--- src/rtl/ramio_lsu.sv ---
// ramio_lsu: CPU load/store unit placed directly upstream of the unified
// SDRAM cache. It takes one byte, half-word or word request at any byte
// address and issues one or two word-aligned cache accesses, each followed
// by a one-cycle hold. It then returns extended load data and a one-cycle
// completion pulse.
//
// Ports:
//   clk, rst            clock; synchronous active-high reset
//   req_*               CPU request (valid/ready handshake, accepted in Idle)
//   rsp_*               completion pulse, error flag, load data
//   c_enable/c_address/c_data_in/c_write_enable   to cache
//   c_data_out/c_data_out_ready/c_busy            from cache
//
// Parameter:
//   SplitMisaligned     1: word-crossing accesses are split in two;
//                       0: they are rejected with rsp_error
module ramio_lsu #(
  parameter bit SplitMisaligned = 1'b1
) (
  input  logic        clk,
  input  logic        rst,
  input  logic        req_valid,
  output logic        req_ready,
  input  logic        req_write,
  input  logic [1:0]  req_size,
  input  logic        req_sign_extend,
  input  logic [31:0] req_address,
  input  logic [31:0] req_wdata,
  output logic        rsp_valid,
  output logic        rsp_error,
  output logic [31:0] rsp_rdata,
  output logic        c_enable,
  output logic [31:0] c_address,
  output logic [31:0] c_data_in,
  output logic [3:0]  c_write_enable,
  input  logic [31:0] c_data_out,
  input  logic        c_data_out_ready,
  input  logic        c_busy
);

  typedef enum logic [2:0] {
    IDLE,
    ACC0,
    HOLD0,
    ACC1,
    HOLD1,
    RESP
  } state_e;

  state_e      state_q, state_d;
  logic        write_q, write_d;
  logic [1:0]  size_q, size_d;
  logic        sext_q, sext_d;
  logic [31:0] addr_q, addr_d;
  logic [31:0] wdata_q, wdata_d;
  logic [31:0] w0_q, w0_d;
  logic [31:0] w1_q, w1_d;
  logic        rsp_error_q, rsp_error_d;
  logic [31:0] rsp_rdata_q, rsp_rdata_d;

  function automatic logic crosses_word(input logic [1:0] size, input logic [1:0] off);
    return (size == 2'd1 && off == 2'd3) || (size == 2'd2 && off != 2'd0);
  endfunction

  logic [1:0]  off;
  logic        split;
  logic [31:0] word0;
  logic [31:0] word1;
  logic [3:0]  mask0;
  logic [3:0]  mask1;
  logic [31:0] data0;
  logic [31:0] data1;
  logic [5:0]  sh1;
  logic [31:0] lane;
  logic [31:0] load_result;

  // Address decode, lane placement and load extraction from latched request.
  always_comb begin
    off   = addr_q[1:0];
    split = crosses_word(size_q, off);
    word0 = {addr_q[31:2], 2'b00};
    word1 = word0 + 32'd4;   // wraps modulo 2^32

    case (size_q)
      2'd0:    mask0 = 4'b0001 << off;
      2'd1:    mask0 = 4'b0011 << off;
      default: mask0 = 4'b1111 << off;
    endcase
    // Second access only exists for crossing half/word, so off is non-zero here.
    mask1 = (size_q == 2'd2) ? (4'b1111 >> (3'd4 - {1'b0, off})) : 4'b0001;

    data0 = wdata_q << {off, 3'b000};
    sh1   = 6'd32 - {1'b0, off, 3'b000};
    data1 = wdata_q >> sh1;

    // Both captured words form a 64-bit window; the result starts at byte off.
    lane = 32'({w1_q, w0_q} >> {off, 3'b000});
    case (size_q)
      2'd0:    load_result = sext_q ? {{24{lane[7]}}, lane[7:0]}   : {24'd0, lane[7:0]};
      2'd1:    load_result = sext_q ? {{16{lane[15]}}, lane[15:0]} : {16'd0, lane[15:0]};
      default: load_result = lane;
    endcase
  end

  always_comb begin
    state_d     = state_q;
    write_d     = write_q;
    size_d      = size_q;
    sext_d      = sext_q;
    addr_d      = addr_q;
    wdata_d     = wdata_q;
    w0_d        = w0_q;
    w1_d        = w1_q;
    rsp_error_d = 1'b0;
    rsp_rdata_d = '0;

    unique case (state_q)
      IDLE: begin
        if (req_valid) begin
          write_d = req_write;
          size_d  = req_size;
          sext_d  = req_sign_extend;
          addr_d  = req_address;
          wdata_d = req_wdata;
          w0_d    = '0;
          w1_d    = '0;
          if (req_size == 2'd3 ||
              (crosses_word(req_size, req_address[1:0]) && !SplitMisaligned)) begin
            state_d     = RESP;
            rsp_error_d = 1'b1;
          end else begin
            state_d = ACC0;
          end
        end
      end
      ACC0: begin
        if (!c_busy) begin
          if (!write_q) w0_d = c_data_out;
          state_d = HOLD0;
        end
      end
      HOLD0: begin
        if (split) begin
          state_d = ACC1;
        end else begin
          state_d     = RESP;
          rsp_rdata_d = write_q ? '0 : load_result;
        end
      end
      ACC1: begin
        if (!c_busy) begin
          if (!write_q) w1_d = c_data_out;
          state_d = HOLD1;
        end
      end
      HOLD1: begin
        state_d     = RESP;
        rsp_rdata_d = write_q ? '0 : load_result;
      end
      RESP: begin
        state_d = IDLE;
      end
      default: begin
        state_d = IDLE;
      end
    endcase
  end

  always_ff @(posedge clk) begin
    if (rst) begin
      state_q     <= IDLE;
      write_q     <= 1'b0;
      size_q      <= '0;
      sext_q      <= 1'b0;
      addr_q      <= '0;
      wdata_q     <= '0;
      w0_q        <= '0;
      w1_q        <= '0;
      rsp_error_q <= 1'b0;
      rsp_rdata_q <= '0;
    end else begin
      state_q     <= state_d;
      write_q     <= write_d;
      size_q      <= size_d;
      sext_q      <= sext_d;
      addr_q      <= addr_d;
      wdata_q     <= wdata_d;
      w0_q        <= w0_d;
      w1_q        <= w1_d;
      rsp_error_q <= rsp_error_d;
      rsp_rdata_q <= rsp_rdata_d;
    end
  end

  // Cache-side outputs; hold cycles keep address/enable but never write.
  always_comb begin
    c_enable       = 1'b0;
    c_address      = '0;
    c_data_in      = '0;
    c_write_enable = '0;
    case (state_q)
      ACC0: begin
        c_enable       = 1'b1;
        c_address      = word0;
        c_data_in      = data0;
        c_write_enable = write_q ? mask0 : 4'b0000;
      end
      HOLD0: begin
        c_enable  = 1'b1;
        c_address = word0;
        c_data_in = data0;
      end
      ACC1: begin
        c_enable       = 1'b1;
        c_address      = word1;
        c_data_in      = data1;
        c_write_enable = write_q ? mask1 : 4'b0000;
      end
      HOLD1: begin
        c_enable  = 1'b1;
        c_address = word1;
        c_data_in = data1;
      end
      default: begin
      end
    endcase
  end

  assign req_ready = (state_q == IDLE) && !rst;
  assign rsp_valid = (state_q == RESP);
  assign rsp_error = rsp_error_q;
  assign rsp_rdata = rsp_rdata_q;

  // A load access that is not stalled must see read data from the cache.
  read_data_present: assert property (@(posedge clk) disable iff (rst)
    ((state_q == ACC0 || state_q == ACC1) && !write_q && !c_busy) |-> c_data_out_ready);

endmodule

--- config.mk ---
export PLATFORM = sky130hd
export DESIGN_NAME = ramio_lsu
export DESIGN_NICKNAME = d
export VERILOG_FILES = /design/src/rtl/ramio_lsu.sv
export SDC_FILE = /design/constraint.sdc
export NUM_CORES = 1
export LEC_CHECK = 0
export ABC_AREA = 1
export ABC_CLOCK_PERIOD_IN_PS = 2900
export BUFFER_PORTS_ARGS = -buffer_cell sky130_fd_sc_hd__buf_4
export CAP_MARGIN = 20
export CORE_MARGIN = 2
export CORE_UTILIZATION = 35
export DETAILED_ROUTE_END_ITERATION = 6
export SYNTH_ARGS = -nofsm -noshare
export SYNTH_HDL_FRONTEND = slang
export SYNTH_SLANG_ARGS = --single-unit
--- constraint.sdc ---
create_clock -name clk -period 2.9 [get_ports clk]
set_input_delay 0.435 -clock clk [delete_from_list [all_inputs] [get_ports clk]]
set_output_delay 0.435 -clock clk [all_outputs]
set_load 0.005 [all_outputs]
======== After elaboration in Yosys (flattened, before gate mapping) ========
Index checks and enable logic that the tools add are counted.
storage, ports and cells
  bits in registers ....................... 168
  output and inout bits ................... 104
  word-level logic and storage cells ...... 80
operators by class
  add/subtract/negate cells ............... 3
  eq/ne operators ......................... 14
  shifts and indexed selects .............. 7
  multiplexer cells ....................... 26
  bitwise logic cells ..................... 2
  reductions and logical operators ........ 18
operators with widths
  kind                                                               count
  32-bit case mux with 2 select lines                                6
  32-bit 2-to-1 mux                                                  7
  64-bit by 5-bit >> shifter with 32-bit output                      1
  32-bit by 3-bit adder with 32-bit output, second input constant    1
  32-bit by 5-bit left shift with 32-bit output                      1
  32-bit by 6-bit >> shifter with 32-bit output                      1
  4-bit case mux with 2 select lines                                 2
  3-bit 2-to-1 mux                                                   5
  3-bit case mux with 5 select lines                                 1
  4-bit 2-to-1 mux                                                   3
  2-bit inequality test, second input constant                       5
  4-bit AND reduction                                                2
  2-bit == test, second input constant                               3
  3-bit by 2-bit == test with 1-bit output, second input constant    2
  3-bit == test, second input constant                               2
  2-bit nonzero test                                                 3
  6-bit by 5-bit subtractor with 6-bit output, first input constant  1
  2-bit OR reduction                                                 2
  4-bit OR reduction                                                 1
  1-bit by 2-bit left shift with 4-bit output, first input constant  1
  2-bit by 2-bit left shift with 4-bit output, first input constant  1
  4-bit by 2-bit left shift with 4-bit output, first input constant  1
  4-bit by 3-bit >> shifter with 4-bit output, first input constant  1
  3-bit by 1-bit == test with 1-bit output, second input constant    1
  other kinds (12)                                                   16

======== Logic depth before layout (Yosys ltp) ========
  word-level depth ........................ 6
  mapped depth ............................ 12
  mapped depth without buffers ............ 11

======== Worst setup path after synthesis ========
OpenSTA, ideal clock, no wires.
  path type ............................... reg-to-output
  start ................................... reg addr_q[0]
  end ..................................... out c_data_in[15]
  data arrival time ....................... 2138 ps
  slack ................................... 327 ps
  stages on the path, launching flop included .. 12
  cells stage by stage .................... dfxtp_1 -> buf_2 -> inv_2 -> buf_4 -> clkbuf_1 -> ha_1 -> buf_1 -> clkbuf_1 -> nor2_1 -> a22oi_1 -> nand2_1 -> o31ai_1
between the ends
  cells in the longest elaborated chain, start to end .. 3
  elaborated cells between the ends (all ways) .. 4
ends and longest elaborated chain
  element                                        RTL line  RTL
  from (decl)                                    54        logic [31:0] addr_q, addr_d;
  from (signal assigned)                         186       addr_q <= addr_d;
  6-bit by 5-bit subtractor with 6-bit output    93        sh1 = 6'd32 - {1'b0, off, 3'b000};
  32-bit by 6-bit >> shifter with 32-bit output  94        data1 = wdata_q >> sh1;
  32-bit case mux with 2 select lines *          201       case (state_q)
  to (decl)                                      34        output logic [31:0] c_data_in,
Every way passes the cells marked *; elsewhere a longest branch is shown, timed or not.

======== Worst setup path after layout ========
  start ................................... reg state_q[1]
  end ..................................... out c_data_in[30]
between the ends
  cells in the longest elaborated chain, start to end .. 3
  elaborated cells between the ends (all ways) .. 7
ends and longest elaborated chain
  element                                                           RTL line  RTL
  from (decl)                                                       50        state_e state_q, state_d;
  from (signal assigned)                                            182       state_q <= state_d;
  3-bit by 2-bit == test with 1-bit output (tied with other cells)  201
  2-bit OR reduction (no line)                                      n/a
  32-bit case mux with 2 select lines *                             201
Marked as above.

==> results.cfg <==
[outcome]
status = finished, violations left
failed_checks = design-rule violations

[setup_path]
r2r_end = rsp_rdata[24]$_SDFF_PP0_
critical_path_depth = 7
cp_data_arrival_time_ps = 2300
r2r-start = addr_q[1]$_SDFFE_PP0P_
path_delay_family = simple AND/OR/NAND/NOR gates
crit_slowest_cell = dfxtp_1
path_cells = inv_1 -> nor2_2 -> nor2_1 -> nor2_4 -> nand2_4 -> o21ai_0 -> buf_4
r2r_slack_ps = 680
cp_data_required_time_ps = 2470
cp-start-kind = flop
path_buf_inv = 2
reg2reg_depth = 9
path_class = flop to output port
endpoint_kind = output port
path_max_fanout = 16
cp_slowest_stage_delay_ps = 490

[placed_design]
gp_congestion = 0.869
placed_area_sq_um = 11100
port_buffers = 205
place_hpwl_um = 22800

[synthesis]
synth_top_area_frac = 0.342
synth_area_leaders = dfxtp_1 (34%), nand2_1 (18%), nand3_1 (8.3%), nor2_1 (8.1%), a21oi_1 (7.6%)
syn_avg_cell_area_sq_um = 6.07
synth_edf_count = 0
syn_area_sq_um = 9360
synth_warnings = 0
synth_cells = 1542
async_flop_share = 0
synth.most_common_cell = nand2_1
ys.flop_type = dfxtp_1
ys_seq_area_frac = 0.342
yosysUniqueCellTypes = 34
ys_ff_latch = 160
synthTopCellsByCount = nand2_1 (439), nor2_1 (201), dfxtp_1 (160)
synth_top_cell_by_area = dfxtp_1

[die]
num_rows = 59
start_util = 0.358
dieArea_sq_um = 28100
die_h_um = 168
die_width_um = 168
io_pins = 209
core-area_sq_um = 26100

[clocking]
cts_sinks = 160
clkTransAtPathRegs_ps = 80
cts-root-buf = clkbuf_16
h-tree-depth = 4
cts_buffer_depth = 2
clk_latency_ps = 440
cts_tree = done
cts_buffers = 17

[sta]
fin_skew_ps = 13.3
max_freq_mhz = 365
hold_slack_ps = 268
rsz0062_at_grt = false
tns_ps = 0
hold_violations = 0
finalMaxSlewViolations = 0
setup_violations = 0
fin_crit_sh = 0.944
slew_headroom = 0.539
tightest_slew_ps = 688
fin_crit_ps = 2740

[power_and_ir_drop]
powerDensity_nw_per_um2 = 867
p_int_mw = 5.58
p_sw_frac = 0.450
p_seq_frac = 0.312
pwr-share-clk = 0.238
fin_total_pwr_mw = 10.1
p_leak_nw = 5.15
p_sw_mw = 4.56
ir_drop_uv = 407
comb_power_share = 0.450

[hold_path]
hp-start = req_address[25]
holdPathEnd = addr_q[25]$_SDFFE_PP0P_
hold_path_depth = 3
hold_path_class = input pin to flop

[run]
drv_cap = 0

[global_routing]
grt_usage = 0.229
grt_max_degree = 130
grt_pass1_wl_um = 51700
antenna_found_initial = 0
grt_overflow = 0
grt_pass1_vias = 9830

[routing]
drt-initial-drc-count = 991
firstDrtPassIters = 7
antenna_left = 0
wire_per_inst_um = 15.9
routed_via_density = 5.13
drcViolationCount = 18
num_vias = 10400
wl_um = 32300

[cells_and_area]
diodes = 0
fillers = 2810
drive_above_1_share = 0.168
finish.instance_area_sq_um = 11700
final_nets = 1795
synthToLayoutAreaGrowth_pct = 25.0
## cells in the final DEF (no fill, tap or decap), drive strengths merged
| cell type | count |
|---|---|
| a211oi | 1 |
| a21oi | 143 |
| a22oi | 11 |
| buf | 229 |
| bufinv | 1 |
| clkbuf | 17 |
| clkinv | 4 |
| clkinvlp | 1 |
| conb | 2 |
| dfxtp | 160 |
| ha | 6 |
| inv | 120 |
| nand2 | 445 |
| nand3 | 155 |
| nand3b | 1 |
| nand4 | 4 |
| nor2 | 206 |
| nor3 | 18 |
| nor3b | 1 |
| o2111ai | 1 |
| o211ai | 15 |
| o21a | 3 |
| o21ai | 132 |
| o22ai | 10 |
| o31ai | 10 |
| or2 | 1 |
## final cells by class
class | instances | area [sq um] | share of cell area
repair buffers | 229 | 1770 | 0.151
flip-flops and latches | 160 | 3210 | 0.274
clock inverters | 15 | 204 | 0.0174
inverters | 111 | 417 | 0.0356
well taps | 335 | 419 | 0.0358
clock buffers | 17 | 425 | 0.0364
multi-input cells | 1165 | 5260 | 0.450
## kinds of logic (layout without fill, tap and decap cells)
| family | Yosys count | count (layout) | share of synthesized area |
|---|---|---|---|
| adder cells (fa/ha/maj) | 6 | 6 | 0.00802 |
| other | 1 | 2 | 0.000401 |
| flip-flops | 160 | 160 | 0.342 |
| buffers and inverters | 218 | 372 | 0.0985 |
| AO/OA/AOI/OAI | 326 | 326 | 0.187 |
| AND/OR/NAND/NOR | 831 | 831 | 0.364 |
## layer usage
| layer | part of all wire | vias to the layer above | wire, um | track usage |
|---|---|---|---|---|
| met3 | 0.067 | 50 | 2180 | 0.0399 |
| met5 | 0 | - | 0 | 0 |
| met1 | 0.43 | 4730 | 13900 | 0.293 |
| met2 | 0.48 | 351 | 15400 | 0.391 |
| met4 | 0.025 | 0 | 810 | 0.0764 |
| li1 | - | 5297 | - | - |
## sequential cells by signal, summed over array words and instances (netlist names), 2 cells and up
signal,count
addr_q,32
rsp_rdata,32
wdata_q,32
state_q,3
size_q,2
w0_q,32
w1_q,24
## timing repair
| item | in CTS | in global routing |
|---|---|---|
| hold endpoints to repair | 0 | 0 |
| endpoints found under the setup margin | 0 | 19 |
| gates resized for setup | 0 | 2 |
| buffers inserted | 0 | 0 |
| hold buffers | 0 | 0 |
## through the flow
stage               utilization  worst slack [ps]  cells
global placement          0.423               526   2000
CTS                       0.447              67.9   2032
floorplan                     -               327   1543
detailed placement        0.423               542   2000
finish                    0.448               163   2032
global route              0.448              5.20   2032
## worst register-to-register path, stage by stage, from the launching register on
cell     delay, ps
dfxtp_2        330
buf_4          280
buf_4          420
ha_1           240
nand3_1        110
nand3_1        130
nand2_1         70
nand2_1         60
buf_4          330
nor3_1         140
## power by group through the flow
| stage | clock network, mW | logic [mW] | registers (mW) |
|---|---|---|---|
| 2_1_floorplan | 0 | 3.25 | 3.07 |
| 6_report | 2.41 | 4.57 | 3.17 |
| 5_1_grt | 2.54 | 5.17 | 3.24 |
| 3_3_place_gp | 0 | 4.51 | 3.21 |
| 3_5_place_dp | 0 | 4.55 | 3.21 |
| 4_1_cts | 2.45 | 4.57 | 3.16 |
## worst max path at each step
| stage | from | to | slack (ps) |
|---|---|---|---|
| floorplan | addr_q[0]$_SDFFE_PP0P_ | c_data_in[15] | 330 |
| global placement | state_q[1]$_SDFFE_PP0P_ | c_data_in[30] | 530 |
| detailed placement | state_q[1]$_SDFFE_PP0P_ | c_data_in[30] | 540 |
| CTS | state_q[1]$_SDFFE_PP0P_ | c_data_in[30] | 70 |
| global route | addr_q[2]$_SDFFE_PP0P_ | c_address[31] | 5 |
| finish | state_q[1]$_SDFFE_PP0P_ | c_data_in[30] | 160 |
Note: power is estimated with default switching activity, not from simulation.
